File: src/rtl/veririsc_pkg.sv
// Shared types and constants for the VeriRISC accumulator core.
// Optional retired-instruction counter: VERIRISC_RETIRE_CNT_EN.
package veririsc_pkg;

    // Opcode occupies the top OP_W bits of the instruction word.
    localparam int unsigned OP_W = 3;

    typedef enum logic [2:0] {
        OP_HLT = 3'd0,
        OP_SKZ = 3'd1,
        OP_ADD = 3'd2,
        OP_AND = 3'd3,
        OP_XOR = 3'd4,
        OP_LDA = 3'd5,
        OP_STO = 3'd6,
        OP_JMP = 3'd7
    } opcode_e;

    typedef enum logic [2:0] {
        ST_BOOT   = 3'd0,
        ST_FETCH  = 3'd1,
        ST_DECODE = 3'd2,
        ST_EXEC   = 3'd3,
        ST_HALT   = 3'd4
    } state_e;

    function automatic int unsigned op_lsb(input int unsigned w);
        return w - OP_W;
    endfunction

    function automatic logic is_mem_op(input opcode_e op);
        return (op == OP_ADD) || (op == OP_AND) || (op == OP_XOR) ||
               (op == OP_LDA) || (op == OP_STO);
    endfunction

endpackage

File: src/rtl/veririsc_alu.sv
// Combinational accumulator ALU; passes AC through for non-arithmetic opcodes.
module veririsc_alu
    import veririsc_pkg::*;
#(
    parameter int unsigned W = 8
) (
    input  logic [OP_W-1:0] i_op,
    input  logic [W-1:0]    i_ac,
    input  logic [W-1:0]    i_data,
    output logic [W-1:0]    o_result,
    output logic            o_a_is_zero
);

    always_comb begin
        o_result = i_ac;
        case (opcode_e'(i_op))
            OP_ADD:  o_result = i_ac + i_data;
            OP_AND:  o_result = i_ac & i_data;
            OP_XOR:  o_result = i_ac ^ i_data;
            OP_LDA:  o_result = i_data;
            default: o_result = i_ac;
        endcase
    end

    assign o_a_is_zero = (i_ac == '0);

endmodule

File: src/rtl/veririsc_core.sv
// VeriRISC accumulator CPU with FSM sequencing and an external wait-state memory handshake.
// Optional retired-instruction counter port o_retired: VERIRISC_RETIRE_CNT_EN.
module veririsc_core
    import veririsc_pkg::*;
#(
    parameter int unsigned W  = 8,
    parameter int unsigned AW = 5
) (
    input  logic          i_top_clk,
    input  logic          i_top_rst_n,
    input  logic          i_top_run,
    output logic          o_top_halt,
    output logic          o_mem_req,
    output logic          o_mem_we,
    output logic [AW-1:0] o_mem_addr,
    output logic [W-1:0]  o_mem_wdata,
    input  logic [W-1:0]  i_mem_rdata,
`ifdef VERIRISC_RETIRE_CNT_EN
    input  logic          i_mem_ack,
    output logic [15:0]   o_retired
`else
    input  logic          i_mem_ack
`endif
);

    state_e          state_q, state_d;
    logic [AW-1:0]   pc_q, pc_d;
    logic [W-1:0]    ir_q, ir_d;
    logic [W-1:0]    ac_q, ac_d;

    opcode_e         op;
    logic [AW-1:0]   ir_addr;
    logic            mem_op;
    logic            exec_done;
    logic [W-1:0]    alu_result;
    logic            ac_is_zero;
    logic            unused_ir_bits;

    assign op             = opcode_e'(ir_q[W-1 -: OP_W]);
    assign ir_addr        = ir_q[AW-1:0];
    assign mem_op         = is_mem_op(op);
    assign unused_ir_bits = ^ir_q;

    veririsc_alu #(.W(W)) u_alu (
        .i_op        (ir_q[W-1 -: OP_W]),
        .i_ac        (ac_q),
        .i_data      (i_mem_rdata),
        .o_result    (alu_result),
        .o_a_is_zero (ac_is_zero)
    );

    // Memory ops finish on ack; all other opcodes finish in their single EXEC cycle.
    assign exec_done = (state_q == ST_EXEC) && (!mem_op || i_mem_ack);

    always_ff @(posedge i_top_clk or negedge i_top_rst_n) begin
        if (!i_top_rst_n) begin
            state_q <= ST_BOOT;
            pc_q    <= '0;
            ir_q    <= '0;
            ac_q    <= '0;
        end else begin
            state_q <= state_d;
            pc_q    <= pc_d;
            ir_q    <= ir_d;
            ac_q    <= ac_d;
        end
    end

    always_comb begin
        state_d = state_q;
        pc_d    = pc_q;
        ir_d    = ir_q;
        ac_d    = ac_q;
        case (state_q)
            ST_BOOT:   state_d = ST_FETCH;
            ST_FETCH: begin
                if (i_mem_ack) begin
                    ir_d    = i_mem_rdata;
                    pc_d    = pc_q + AW'(1);
                    state_d = ST_DECODE;
                end
            end
            ST_DECODE: state_d = ST_EXEC;
            ST_EXEC: begin
                case (op)
                    OP_HLT: state_d = ST_HALT;
                    OP_SKZ: begin
                        if (ac_is_zero) pc_d = pc_q + AW'(1);
                        state_d = ST_FETCH;
                    end
                    OP_JMP: begin
                        pc_d    = ir_addr;
                        state_d = ST_FETCH;
                    end
                    OP_STO: begin
                        if (i_mem_ack) state_d = ST_FETCH;
                    end
                    default: begin
                        if (i_mem_ack) begin
                            ac_d    = alu_result;
                            state_d = ST_FETCH;
                        end
                    end
                endcase
            end
            ST_HALT: begin
                if (i_top_run) state_d = ST_FETCH;
            end
            default:   state_d = ST_BOOT;
        endcase
    end

    // Bus outputs decode only from state/PC/IR/AC so ack and rdata never reach them.
    always_comb begin
        o_mem_req   = (state_q == ST_FETCH) || ((state_q == ST_EXEC) && mem_op);
        o_mem_we    = (state_q == ST_EXEC) && (op == OP_STO);
        o_mem_addr  = '0;
        if (state_q == ST_FETCH)
            o_mem_addr = pc_q;
        else if ((state_q == ST_EXEC) && mem_op)
            o_mem_addr = ir_addr;
        o_mem_wdata = o_mem_we ? ac_q : '0;
        o_top_halt  = (state_q == ST_HALT);
    end

`ifdef VERIRISC_RETIRE_CNT_EN
    logic [15:0] retired_q, retired_d;

    always_comb begin
        retired_d = retired_q;
        if (exec_done) retired_d = retired_q + 16'd1;
    end

    always_ff @(posedge i_top_clk or negedge i_top_rst_n) begin
        if (!i_top_rst_n) retired_q <= '0;
        else              retired_q <= retired_d;
    end

    assign o_retired = retired_q;
`else
    logic unused_exec_done;
    assign unused_exec_done = exec_done;
`endif

endmodule

File: config.mk
export PLATFORM = sky130hd
export DESIGN_NAME = veririsc_core
export DESIGN_NICKNAME = d
export VERILOG_FILES = /design/src/rtl/veririsc_pkg.sv /design/src/rtl/veririsc_alu.sv /design/src/rtl/veririsc_core.sv
export SDC_FILE = /design/constraint.sdc
export NUM_CORES = 1
export LEC_CHECK = 0
export ABC_AREA = 1
export BUFFER_PORTS_ARGS = -buffer_cell sky130_fd_sc_hd__clkbuf_2
export CAP_MARGIN = 30
export CORE_MARGIN = 4
export CORE_UTILIZATION = 53
export DETAILED_ROUTE_END_ITERATION = 7
export GPL_ROUTABILITY_DRIVEN = 1
export MAX_ROUTING_LAYER = met4
export PLACE_DENSITY = 0.73
export SLEW_MARGIN = 20
export SYNTH_ARGS = -nofsm -noshare
export SYNTH_HDL_FRONTEND = slang
export SYNTH_HIERARCHICAL = 1
export SYNTH_SLANG_ARGS = --single-unit
File: constraint.sdc
create_clock -name i_top_clk -period 2.75 [get_ports i_top_clk]
set_clock_uncertainty 0.2 [all_clocks]
set_input_delay 0.1375 -clock i_top_clk [delete_from_list [all_inputs] [get_ports i_top_clk]]
set_output_delay 0.1375 -clock i_top_clk [all_outputs]
set_load 0.05 [all_outputs]
Word-level counts from Yosys, hierarchy flattened
Index checks and enable logic that the tools add are counted.

storage, ports and cells
  bits in registers = 24
  word-level logic and storage cells = 56

cells by class
  add/sub/neg operators = 2
  eq/ne operators = 16
  mux-type cells = 13
  bitwise gates (word level) = 3
  reductions and logical operators = 18

operators with widths
  operator                                                                  count
  8-bit one-hot mux with 4 select lines                                     1
  5-bit two-way mux                                                         4
  5-bit one-hot mux with 2 select lines                                     2
  3-bit == test (second input constant)                                     5
  3-bit one-hot mux with 5 select lines                                     1
  3-bit by 2-bit == test with 1-bit output (second input constant)          4
  3-bit two-way mux                                                         3
  8-bit adder                                                               1
  8-bit bitwise AND                                                         1
  8-bit logical NOT                                                         1
  8-bit two-way mux                                                         1
  4-bit AND reduction                                                       2
  8-bit XOR                                                                 1
  3-bit by 1-bit == test with 1-bit output (second input constant)          2
  3-bit logical NOT                                                         2
  3-bit one-hot mux with 2 select lines                                     1
  5-bit by 1-bit adder with 5-bit output (second input constant)            1
  1-bit logical OR                                                          5
  2-bit inequality test (second input constant)                             2
  4-bit by 3-bit inequality test with 1-bit output (second input constant)  1
  4-bit nonzero test                                                        1
  4-bit OR reduction                                                        1
  3-bit by 1-bit inequality test with 1-bit output (second input constant)  1
  3-bit inequality test (second input constant)                             1
  other kinds (6)                                                           7

Logic depth before layout (Yosys ltp)
Gate-level depths: netlist of the first run.

  depth after elaboration = 8
  depth in mapped cells = 11

Hierarchy
The synthesis of the first run kept the hierarchy.

by module, submodules not included
  module         instances  cells an instance  area each (um^2)  sequential area each (um^2)
  veririsc_core  1          177                1316.3            600.6
  veririsc_alu   1          124                654.4             0.0

Worst setup path after synthesis of the first run
No wires, ideal clock.

  path kind = flip-flop to output port
  start point = reg state_q[1]
  end point = out o_mem_wdata[0]
  arrival = 2.330 ns
  data required time = 2.413 ns
  slack = 0.083 ns
  cell stages (with the launch flop) = 7
  buffers on the path = 0
  cells stage by stage = dfrtp_1 nand2_2 nor2_4 inv_2 nor3_2 inv_1 nor2_1

on the way
  longest elaborated chain between the ends = 3

ends and longest elaborated chain
  what                                      line                  source
  start: declaration                        veririsc_core.sv:26   state_e state_q, state_d;
  start signal: assignment                  veririsc_core.sv:62   state_q <= state_d;
  3-bit by 2-bit == test with 1-bit output  veririsc_core.sv:116  o_mem_we = (state_q == ST_EXEC) && (op == OP_STO);
  1-bit logical AND                         veririsc_core.sv:116
  named net o_mem_we                        veririsc_core.sv:14   output logic o_mem_we,
  8-bit two-way mux                         veririsc_core.sv:122  o_mem_wdata = o_mem_we ? ac_q : '0;
  end: declaration                          veririsc_core.sv:16   output logic [W-1:0] o_mem_wdata,

The timed path passes the listed nets, and every way through them passes these cells.

Worst setup path in the final report of the first run
  start point = reg state_q[1]
  end point = out o_mem_wdata[4]

on the way
  longest elaborated chain between the ends = 3

ends and longest elaborated chain
  what                                      line
  3-bit by 2-bit == test with 1-bit output  veririsc_core.sv:116
  1-bit logical AND                         veririsc_core.sv:116
  8-bit two-way mux                         veririsc_core.sv:122

No other way between the ends.

==> results by group, run 1 <==
Outcome
  • Outcome: finished clean

Worst setup path
  • Critical path class: flop to primary output
  • Worst Path Arrival: 1.80 ns
  • Slowest cell on the critical path: dfrtp_1
  • R2R depth: 10
  • Critical Path Start: state_q[1]$_DFFE_PN0P_
  • Critical path's largest stage delay: 0.47 ns
  • RR Startpoint: ac_q[0]$_DFFE_PN0P_
  • Data required, critical path: 2.41 ns
  • FF-to-FF setup slack: 0.72 ns
  • Crit-path cells: nand2_2 > nor2_4 > inv_2 > nor3_2 > inv_1 > nor2_1 > clkbuf_2
  • Worst reg2reg endpoint: ac_q[6]$_DFFE_PN0P_
  • Crit-path max FO: 8
  • CP Launch Type: flop
  • Setup crit end kind: primary output

GRT
  • Vias in the first global route: 1,761
  • Initial antenna violation count: 0
  • Overflow after GRT: 0
  • Largest net degree at the start of global routing: 25
  • Wire length of the first global-routing pass: 8090 um
  • Gr usage total: 23.0%

Placement
  • Post-DP HPWL: 3620 um
  • Final GP Congestion: 0.884
  • PortBufs: 27

Clock tree
  • Post-CTS setup buffer count: 0
  • Worst skew pair latency: 0.26 ns
  • CTS max path bufs: 2
  • TritonCTS clock tree: done
  • Clk sinks: 24
  • Htree depth: 1
  • Clock Pin Slew Worst Setup and Hold Paths: 0.08 ns
  • CTS Buf Count: 3
  • Clock root buffer: clkbuf_8

Synth
  • Syn nets: 323
  • Yosys reg bits: 24
  • Mean area per synthesized cell: 6.55 um^2
  • Ys Warns: 6
  • Synth Cell Area: 0.00197 mm^2
  • Unique masters post-synth: 30
  • Sequential area share after synthesis: 30.5%
  • Cells after Synth: 301

Min path
  • Hold EP: ir_q[1]$_DFFE_PN0P_
  • Hold path start: i_mem_rdata[1]
  • Hold path depth: 3
  • Min-delay worst type: primary input to flop

Floorplanning
  • I/O pin cnt: 28
  • Core Footprint: 0.00347 mm^2
  • Die width: 69.0 um
  • Die Height: 69.0 um
  • Floorplan row count: 21
  • Die area: 0.00476 mm^2
  • Starting Density: 56.8%

Timing
  • Setup TNS: 0 ns
  • Worst hold slack: 0.00651 ns
  • Fin crit share: 77.6%
  • Slew HR: 56.3%
  • Tightest Pin Transition: 0.654 ns
  • Final setup fails: 0
  • Final Hold Vio Count: 0
  • Fmax: 468 MHz
  • Fin. max-slew vios: 0
  • RSZ-0062 raised after global routing: false
  • Min Tclk post-route: 2.13 ns

Power
  • Power density over cell area: 1150 mW/mm^2
  • Clock power frac: 7.9%
  • Combinational power share: 65.1%
  • Switching Share: 55.9%
  • Int Pwr: 1.14 mW
  • Peak VDD IR: 0.541 mV
  • P_sw: 1.45 mW
  • Sequential power share: 26.9%
  • Static Leak: 1.20 nW

Layout
  • Commonest cells after routing, fill and taps aside: nand2_1 (89), inv_1 (45), nor2_1 (29), clkbuf_2 (27), nand3_1 (25)
  • Most common cell after layout, fill and taps aside: nand2_1
  • Ant. Diodes: 0
  • Layout cell share with drive strength beyond 1: 14.9%
  • Area grow syn2layout: 14.5%
  • Nets@finish: 359

Detailed routing
  • DR DRC count: 0
  • Drt total wl: 4690 um
  • DR vias: 1,987
  • Routed vias/inst: 5.22
  • Initial DRT Pass Iterations: 4
  • Number of nets still failing antenna checks after routing: 0
  • 1st-iter DRT viols: 110
  • Avg WL per Cell: 12.3 um

Run
  • Max cap viols: 0
[power groups by stage]
stage | logic (mW) | registers [mW] | clock network [mW]
6_report | 1.69 | 0.699 | 0.206
5_1_grt | 1.91 | 0.725 | 0.229
4_1_cts | 1.69 | 0.698 | 0.212
3_5_place_dp | 1.68 | 0.702 | 0
3_3_place_gp | 1.67 | 0.702 | 0
2_1_floorplan | 1.38 | 0.650 | 0
[area by class of cell]
cell class	count	area, um^2
clock buffer	3	41.3
fill	341	1210
inverter	50	188
multi-input combinational	223	1160
sequential	24	601
tap	46	57.6
timing repair buffer	35	213
[per-layer routing]
layer,vias to the layer above,global-route usage (%),wire length [um]
met4,0,4.38,42
met2,66,34.4,2050
met3,4,3.40,354
li1,1034,-,-
met5,-,-,0
met1,883,33.2,2240
[critical path, delay by kind of cell (launching register included)]
kind | cells | cell delay (ns)
buffers and inverters | 3 | 0.55
DFF | 1 | 0.47
and+or+nand+nor | 4 | 0.52
[registers in the layout, indices dropped and copies added, names as in the netlist]
signal,count
state_q,3
ac_q,8
ir_q,8
pc_q,5
[synth_stat cells]
cell      number  area (um^2)
nand2_1       89          334
inv_1         45          169
nor2_1        29          109
nand3_1       25          125
dfrtp_1       24          601
o21ai_0       17         85.1
a21oi_1       14         70.1
nand4_1       10         62.6
ha_1           9          113
inv_2          4         15.0
nand2_2        4         25.0
nor2_4         4         45.0
o21ai_1        4         20.0
nand3b_1       3         22.5
o21ai_2        3         26.3
buf_2          2         10.0
nor3_4         2         32.5
a21o_1         1         7.51
a22o_1         1         8.76
a31oi_1        1         6.26
buf_6          1         11.3
clkbuf_1       1         3.75
clkinv_1       1         3.75
fa_1           1         20.0
nor2_2         1         6.26
nor3_1         1         5.00
nor3_2         1         10.0
nor4_1         1         6.26
xnor2_1        1         8.76
xor2_1         1         8.76
[kinds of logic (layout without fill, tap and decap cells)]
group           Yosys count  after routing  synth area share (%)
fa+ha+maj                10             10                  6.73
compound gates           41             41                  11.4
simple gates            170            170                  39.7
flops                    24             24                  30.5
xor+xnor                  2              2                 0.889
buf+inv                  54             88                  10.8
[repair_timing]
| item | CTS | global route |
|---|---|---|
| endpoints found under the hold margin | 30 | 0 |
| resized for setup | 0 | 0 |
| hold buffers | 7 | 0 |
| setup endpoints to repair | 0 | 0 |
[how the worst max path moves through the flow]
stage / cells after the start / end
2_1_floorplan: 6 / o_mem_wdata[0]
3_3_place_gp: 10 / ac_q[6]$_DFFE_PN0P_
3_5_place_dp: 10 / ac_q[6]$_DFFE_PN0P_
4_1_cts: 7 / o_mem_wdata[4]
5_1_grt: 7 / o_mem_wdata[7]
6_report: 7 / o_mem_wdata[4]
[per-stage QoR]
| step | instance area, um^2 | power (mW) | util, % | cells | worst slack, ns |
|---|---|---|---|---|---|
| after global routing | 2260 | 2.86 | 65.1 | 381 | 0.453 |
| after detailed placement | 2150 | 2.38 | 61.9 | 371 | 0.740 |
| after floorplan | 1970 | 2.03 | - | 301 | 0.0826 |
| final | 2260 | 2.59 | 65.1 | 381 | 0.615 |
| after CTS | 2260 | 2.60 | 65.1 | 381 | 0.570 |
| after global placement | 2150 | 2.37 | 61.9 | 371 | 0.748 |
(Power assumes the default switching activity.)
==> inputs of run 2 (changes only) <==
--- a/config.mk
+++ b/config.mk
@@ -9,11 +9,11 @@
 export BUFFER_PORTS_ARGS = -buffer_cell sky130_fd_sc_hd__clkbuf_2
 export CAP_MARGIN = 30
 export CORE_MARGIN = 4
-export CORE_UTILIZATION = 53
+export CORE_UTILIZATION = 52
 export DETAILED_ROUTE_END_ITERATION = 7
 export GPL_ROUTABILITY_DRIVEN = 1
 export MAX_ROUTING_LAYER = met4
-export PLACE_DENSITY = 0.73
+export PLACE_DENSITY = 0.74
 export SLEW_MARGIN = 20
 export SYNTH_ARGS = -nofsm -noshare
 export SYNTH_HDL_FRONTEND = slang
==> constraint.sdc (replaced) <==
create_clock -name i_top_clk -period 1.85 [get_ports i_top_clk]
set_clock_uncertainty 0.2 [all_clocks]
set_input_delay 0.0925 -clock i_top_clk [delete_from_list [all_inputs] [get_ports i_top_clk]]
set_output_delay 0.0925 -clock i_top_clk [all_outputs]
set_load 0.05 [all_outputs]
==> run 2 against run 1 <==
Effect of this change:
- the run now ends with setup timing left
- total power increased by 91%
- design area increased by 25%
- global-route usage increased by 2.5 points
- setup slack got worse by 0.67 ns
- utilization increased by 12 points
- clock-buffer cell count unchanged
- hold slack improved by 0.060 ns
- critical path type is now flop to flop
- critical endpoint is now pc_q[3]$_DFFE_PN0P_
- largest cell class unchanged
- highest routed layer unchanged
==> results by group, run 2 (synthesized netlist as in run 1, its figures left out) <==
Outcome
  • Outcome: finished with violations
  • Failing checks: setup timing

Placement
  • DP Cell Count: 389
  • Pre-CTS setup slack: -0.267 ns
  • PortBufs: 27
  • Post-DP HPWL: 4150 um
  • Final GP Congestion: 0.965

Detailed routing
  • M1 WL: 2440 um
  • DR vias: 2,185
  • Wire length on met2: 3120 um
  • Initial DRT Pass Iterations: 4
  • Avg WL per Cell: 14.4 um
  • Met3 WL: 278 um
  • Drt total wl: 5960 um
  • Number of nets still failing antenna checks after routing: 0
  • DR DRC count: 0
  • Max Used Layer: met4
  • Routed vias/inst: 5.28
  • 1st-iter DRT viols: 125

Power
  • Static Leak: 1.41 nW
  • Power density over cell area: 1760 mW/mm^2
  • Peak VDD IR: 0.729 mV

Timing
  • Final Hold Vio Count: 0
  • Setup TNS: -0.333 ns
  • Final setup fails: 9
  • RSZ-0062 raised after global routing: true
  • Fin crit share: 103%
  • Fin. max-slew vios: 0
  • Tightest Pin Transition: 0.650 ns
  • Fmax: 525 MHz
  • Slew HR: 56.7%
  • Min Tclk post-route: 1.90 ns
  • Final worst slack: -0.0531 ns

Worst setup path
  • Crit-path most repeated cell: nand2_1
  • Crit-path cells: buf_4 > nor4_4 > nand2_1 > nor3_2 > nand3b_1 > nand4_1 > buf_6 > nand2_4 > nand2_1 > nand2_1
  • Crit path buf inv count: 2
  • Setup crit end kind: flop
  • Critical Path Start: ac_q[0]$_DFFE_PN0P_
  • Crit-path max FO: 6
  • Crit path max-delay family: simple AND/OR/NAND/NOR gates
  • RR Startpoint: ac_q[0]$_DFFE_PN0P_
  • CP Launch Type: flop
  • Data required, critical path: 1.87 ns
  • Critical path's largest stage delay: 0.41 ns
  • Critical path class: flop to flop
  • Worst Path Arrival: 1.92 ns
  • Slowest cell on the critical path: dfrtp_1

GRT
  • Wire length of the first global-routing pass: 9940 um
  • Initial antenna violation count: 0
  • Overflow after GRT: 0
  • Gr usage total: 25.5%
  • Vias in the first global route: 2,197
  • Largest net degree at the start of global routing: 25

Clock tree
  • Clk sinks: 24
  • Clock Pin Slew Worst Setup and Hold Paths: 0.09 ns
  • Worst skew pair latency: 0.27 ns
  • CTS max path bufs: 2
  • Clock root buffer: clkbuf_8
  • Htree depth: 1
  • CTS Buf Count: 3
  • TritonCTS clock tree: done

Layout
  • Fillers: 281
  • Nets@finish: 389
  • Final Instance Count excl. Fillers: 414
  • Most common cell after layout, fill and taps aside: nand2_1
  • Layout cell share with drive strength beyond 1: 30.1%
  • Final core area utilization: 77.1%
  • Regs by FF count: ac_q x8, ir_q x8, pc_q x5
  • Commonest cells after routing, fill and taps aside: nand2_1 (84), inv_1 (43), buf_4 (28), nor2_1 (21), nand3_1 (21)
  • Area grow syn2layout: 43.2%
  • Ant. Diodes: 0

Floorplanning
  • Die width: 69.6 um
  • Die Height: 69.6 um
  • Starting Density: 53.8%
  • I/O pin cnt: 28
  • Die area: 0.00484 mm^2
  • Floorplan row count: 22
  • Core Footprint: 0.00366 mm^2

Min path
  • Min-delay worst type: primary input to flop
  • Hold path start: i_mem_rdata[0]

Run
  • Max cap viols: 0
run 2: cell count changes in the layout (fill, tap and decap cells not counted), moves of 5 or more:
cell      delta
clkbuf_2    -15
buf_4       +27
clkbuf_8    +10
nor2_1       -8
o21ai_0      -7
nand2_1      -5
nor2_4       +7
run 2: worst register-to-register path, stage by stage, from the launching register on:
cell and delay (ns):
dfrtp_1 0.41, buf_4 0.15, nor4_4 0.21, nand2_1 0.10
nor3_2 0.15, nand3b_1 0.16, nand4_1 0.12, buf_6 0.16
nand2_4 0.07, nand2_1 0.06, nand2_1 0.05
run 2: per-stage QoR:
step / hold WS, ns / total power, mW / area (um^2)
2_1_floorplan: -0.403 / 3.10 / 2040
3_3_place_gp: -0.0606 / 3.85 / 2350
3_5_place_dp: -0.0639 / 3.91 / 2350
4_1_cts: 0.0699 / 4.68 / 2710
5_1_grt: 0.107 / 5.38 / 2820
6_report: 0.0660 / 4.96 / 2820
run 2: worst paths after layout:
path	slack [ns]	depth (start not counted)	to
min reg2reg	0.36	2	ir_q[4]$_DFFE_PN0P_
min in group asynchronous	0.17	2	pc_q[4]$_DFFE_PN0P_
max in group asynchronous	0.83	2	ir_q[5]$_DFFE_PN0P_
min	0.07	5	ac_q[0]$_DFFE_PN0P_
max reg2reg	-0.05	10	pc_q[3]$_DFFE_PN0P_
max	-0.05	10	pc_q[3]$_DFFE_PN0P_
run 2: area by class of cell:
cell class	count	area (um^2)	area share, %
multi-input combinational	223	1320	46.8
sequential	24	606	21.5
timing repair buffer	65	572	20.3
inverter	50	193	6.83
tap	48	60.1	2.13
clock buffer	3	41.3	1.46
clock inverter	1	30.0	1.06
run 2: timing repair:
action / in CTS / in global routing
hold buffers: 11 / 0
hold endpoints to repair: 34 / 0
resized for setup: 42 / 26
gates cloned: 0 / 0
buffers inserted: 5 / 5
setup endpoints to repair: 22 / 25
pin swaps: 8 / 9
run 2: layer usage:
layer | vias up | global-route usage (%)
met1 | 1011 | 30.5
li1 | 1093 | -
met4 | 0 | 6.94
met3 | 14 | 3.04
met5 | - | -
met2 | 67 | 45.1
run 2: power by group:
part           internal, mW  switching (mW)  leakage (nW)
Sequential            0.766           0.251         0.283
Clock                 0.289           0.180        0.0357
Combinational          1.34            2.14          1.10
==> inputs of run 3 (changes only) <==
--- a/config.mk
+++ b/config.mk
@@ -8,7 +8,7 @@
 export ABC_AREA = 1
 export BUFFER_PORTS_ARGS = -buffer_cell sky130_fd_sc_hd__clkbuf_2
 export CAP_MARGIN = 30
-export CORE_MARGIN = 4
+export CORE_MARGIN = 2
 export CORE_UTILIZATION = 52
 export DETAILED_ROUTE_END_ITERATION = 7
 export GPL_ROUTABILITY_DRIVEN = 1
==> run 3 against run 2 <==
Effect of this change:
- the run still ends with setup timing left
- setup slack worse by 0.032 ns
- via count rose by 3.4%
- global-route usage up 4.5 points
- first-iteration DRC count grew 45%
- non-clock buffer count is 4 lower
- register-to-register slack lost 0.02 ns
- final cell count down 0.97%
- sequential power up 4%
- critical endpoint is now o_mem_wdata[3]
- highest routed layer unchanged
==> results by group, run 3 (synthesized netlist as in run 1, its figures left out) <==
Outcome
  • Outcome: finished with violations
  • Failing checks: setup timing

GRT
  • Largest net degree at the start of global routing: 25
  • Overflow after GRT: 0
  • Wire length of the first global-routing pass: 9660 um
  • Gr usage total: 30.0%
  • Vias in the first global route: 2,141
  • Initial antenna violation count: 0

Worst setup path
  • Setup crit end kind: primary output
  • Critical path class: flop to primary output
  • Data required, critical path: 1.56 ns
  • CP Launch Type: flop
  • Worst Path Arrival: 1.64 ns
  • Crit-path max FO: 8

Placement
  • PortBufs: 27
  • Post-DP HPWL: 3930 um
  • DP Cell Count: 384
  • Pre-CTS setup slack: -0.137 ns
  • Final GP Congestion: 0.955

Layout
  • Layout cell share with drive strength beyond 1: 33.4%
  • Most common cell after layout, fill and taps aside: nand2_1
  • Fillers: 260
  • Commonest cells after routing, fill and taps aside: nand2_1 (81), inv_1 (43), buf_4 (23), nor2_1 (20)
  • Regs by FF count: ac_q x8, ir_q x8, pc_q x5
  • Nets@finish: 385
  • Final Instance Count excl. Fillers: 410
  • Ant. Diodes: 0
  • Area grow syn2layout: 47.6%
  • Final core area utilization: 79.5%

Timing
  • Final worst slack: -0.0847 ns
  • Fin. max-slew vios: 0
  • Final setup fails: 11
  • Slew HR: 59.4%
  • Fin crit share: 105%
  • Final Hold Vio Count: 0
  • RSZ-0062 raised after global routing: true
  • Min Tclk post-route: 1.93 ns
  • Tightest Pin Transition: 0.610 ns
  • Setup TNS: -0.547 ns
  • Fmax: 517 MHz

Clock tree
  • TritonCTS clock tree: done
  • CTS Buf Count: 3
  • Clock Pin Slew Worst Setup and Hold Paths: 0.09 ns
  • Worst skew pair latency: 0.28 ns
  • CTS max path bufs: 2
  • Clock root buffer: clkbuf_8
  • Htree depth: 1
  • Clk sinks: 24

Floorplanning
  • Die area: 0.00430 mm^2
  • Starting Density: 53.8%
  • Die Height: 65.6 um
  • Floorplan row count: 22
  • Core Footprint: 0.00366 mm^2
  • I/O pin cnt: 28
  • Die width: 65.6 um

Detailed routing
  • 1st-iter DRT viols: 181
  • Number of nets still failing antenna checks after routing: 0
  • Initial DRT Pass Iterations: 4
  • DR vias: 2,260
  • Routed vias/inst: 5.51
  • DR DRC count: 0
  • Drt total wl: 6130 um
  • Avg WL per Cell: 15.0 um

Min path
  • Min-delay worst type: primary input to flop

Power
  • Power density over cell area: 1740 mW/mm^2
  • Tot Pwr: 5.08 mW
  • Static Leak: 1.42 nW
  • Peak VDD IR: 0.788 mV

Run
  • Max cap viols: 0
## run 3: cell types whose count changed in the layout (fill, tap and decap cells not counted), sizes merged
| cell | delta |
|---|---|
| clkbuf | -3 |
| dlygate4sd3 | -2 |
| dlymetal6s4s | +2 |
| bufinv | -1 |
## run 3: final cells by class
class	count	area (um^2)	share of cell area, %
multi-input combinational	223	1430	49.2
timing repair buffer	61	563	19.4
tap	48	60.1	2.06
inverter	50	193	6.62
clock buffer	4	55.1	1.89
sequential	24	608	20.9
## run 3: power by group
part           internal, mW  switching, mW
Combinational          1.45           2.19
Sequential            0.770          0.287
Clock                 0.191          0.184
Total                  2.42           2.66
## run 3: worst paths after layout
check | startpoint | endpoint | slack [ns] | cells past startpoint
worst max-delay path | state_q[1]$_DFFE_PN0P_ | o_mem_wdata[3] | -0.08 | 7
worst min-delay path | i_mem_rdata[0] | ac_q[0]$_DFFE_PN0P_ | 0.09 | 5
worst max register to register | ac_q[0]$_DFFE_PN0P_ | ac_q[6]$_DFFE_PN0P_ | -0.07 | 11
worst min register to register | ir_q[2]$_DFFE_PN0P_ | ir_q[2]$_DFFE_PN0P_ | 0.34 | 2
max in group asynchronous | i_top_rst_n | ac_q[4]$_DFFE_PN0P_ | 0.87 | 2
min in group asynchronous | i_top_rst_n | state_q[1]$_DFFE_PN0P_ | 0.15 | 2
## run 3: metrics by stage
stage | hold WS, ns | cell area [um^2]
after floorplan | -0.403 | 2040
after global placement | -0.0715 | 2310
after detailed placement | -0.0723 | 2310
after CTS | 0.0483 | 2670
after global routing | 0.138 | 2910
final | 0.0903 | 2910
## run 3: what timing repair did
action / CTS / global route
buffers inserted: 5 / 8
resized for setup: 38 / 53
endpoints found under the setup margin: 21 / 26
pin swaps: 6 / 23
hold buffers: 11 / 0
hold endpoints to repair: 34 / 0
## run 3: per-layer routing
metal  global-route usage (%)  routed length [um]  up-vias
li1                         -                   -     1088
met1                     36.3                2410     1071
met2                     53.2                3180       77
met3                     2.74                 343       24
met4                     9.11                 197        0
met5                        -                   0        -
## run 3: worst max-delay path, stage by stage (launching register included)
cell,delay (ns)
dfrtp_1,0.37
nand2_2,0.09
nor2_4,0.12
inv_2,0.06
nor3_4,0.26
inv_6,0.13
nor2_4,0.14
clkbuf_8,0.19
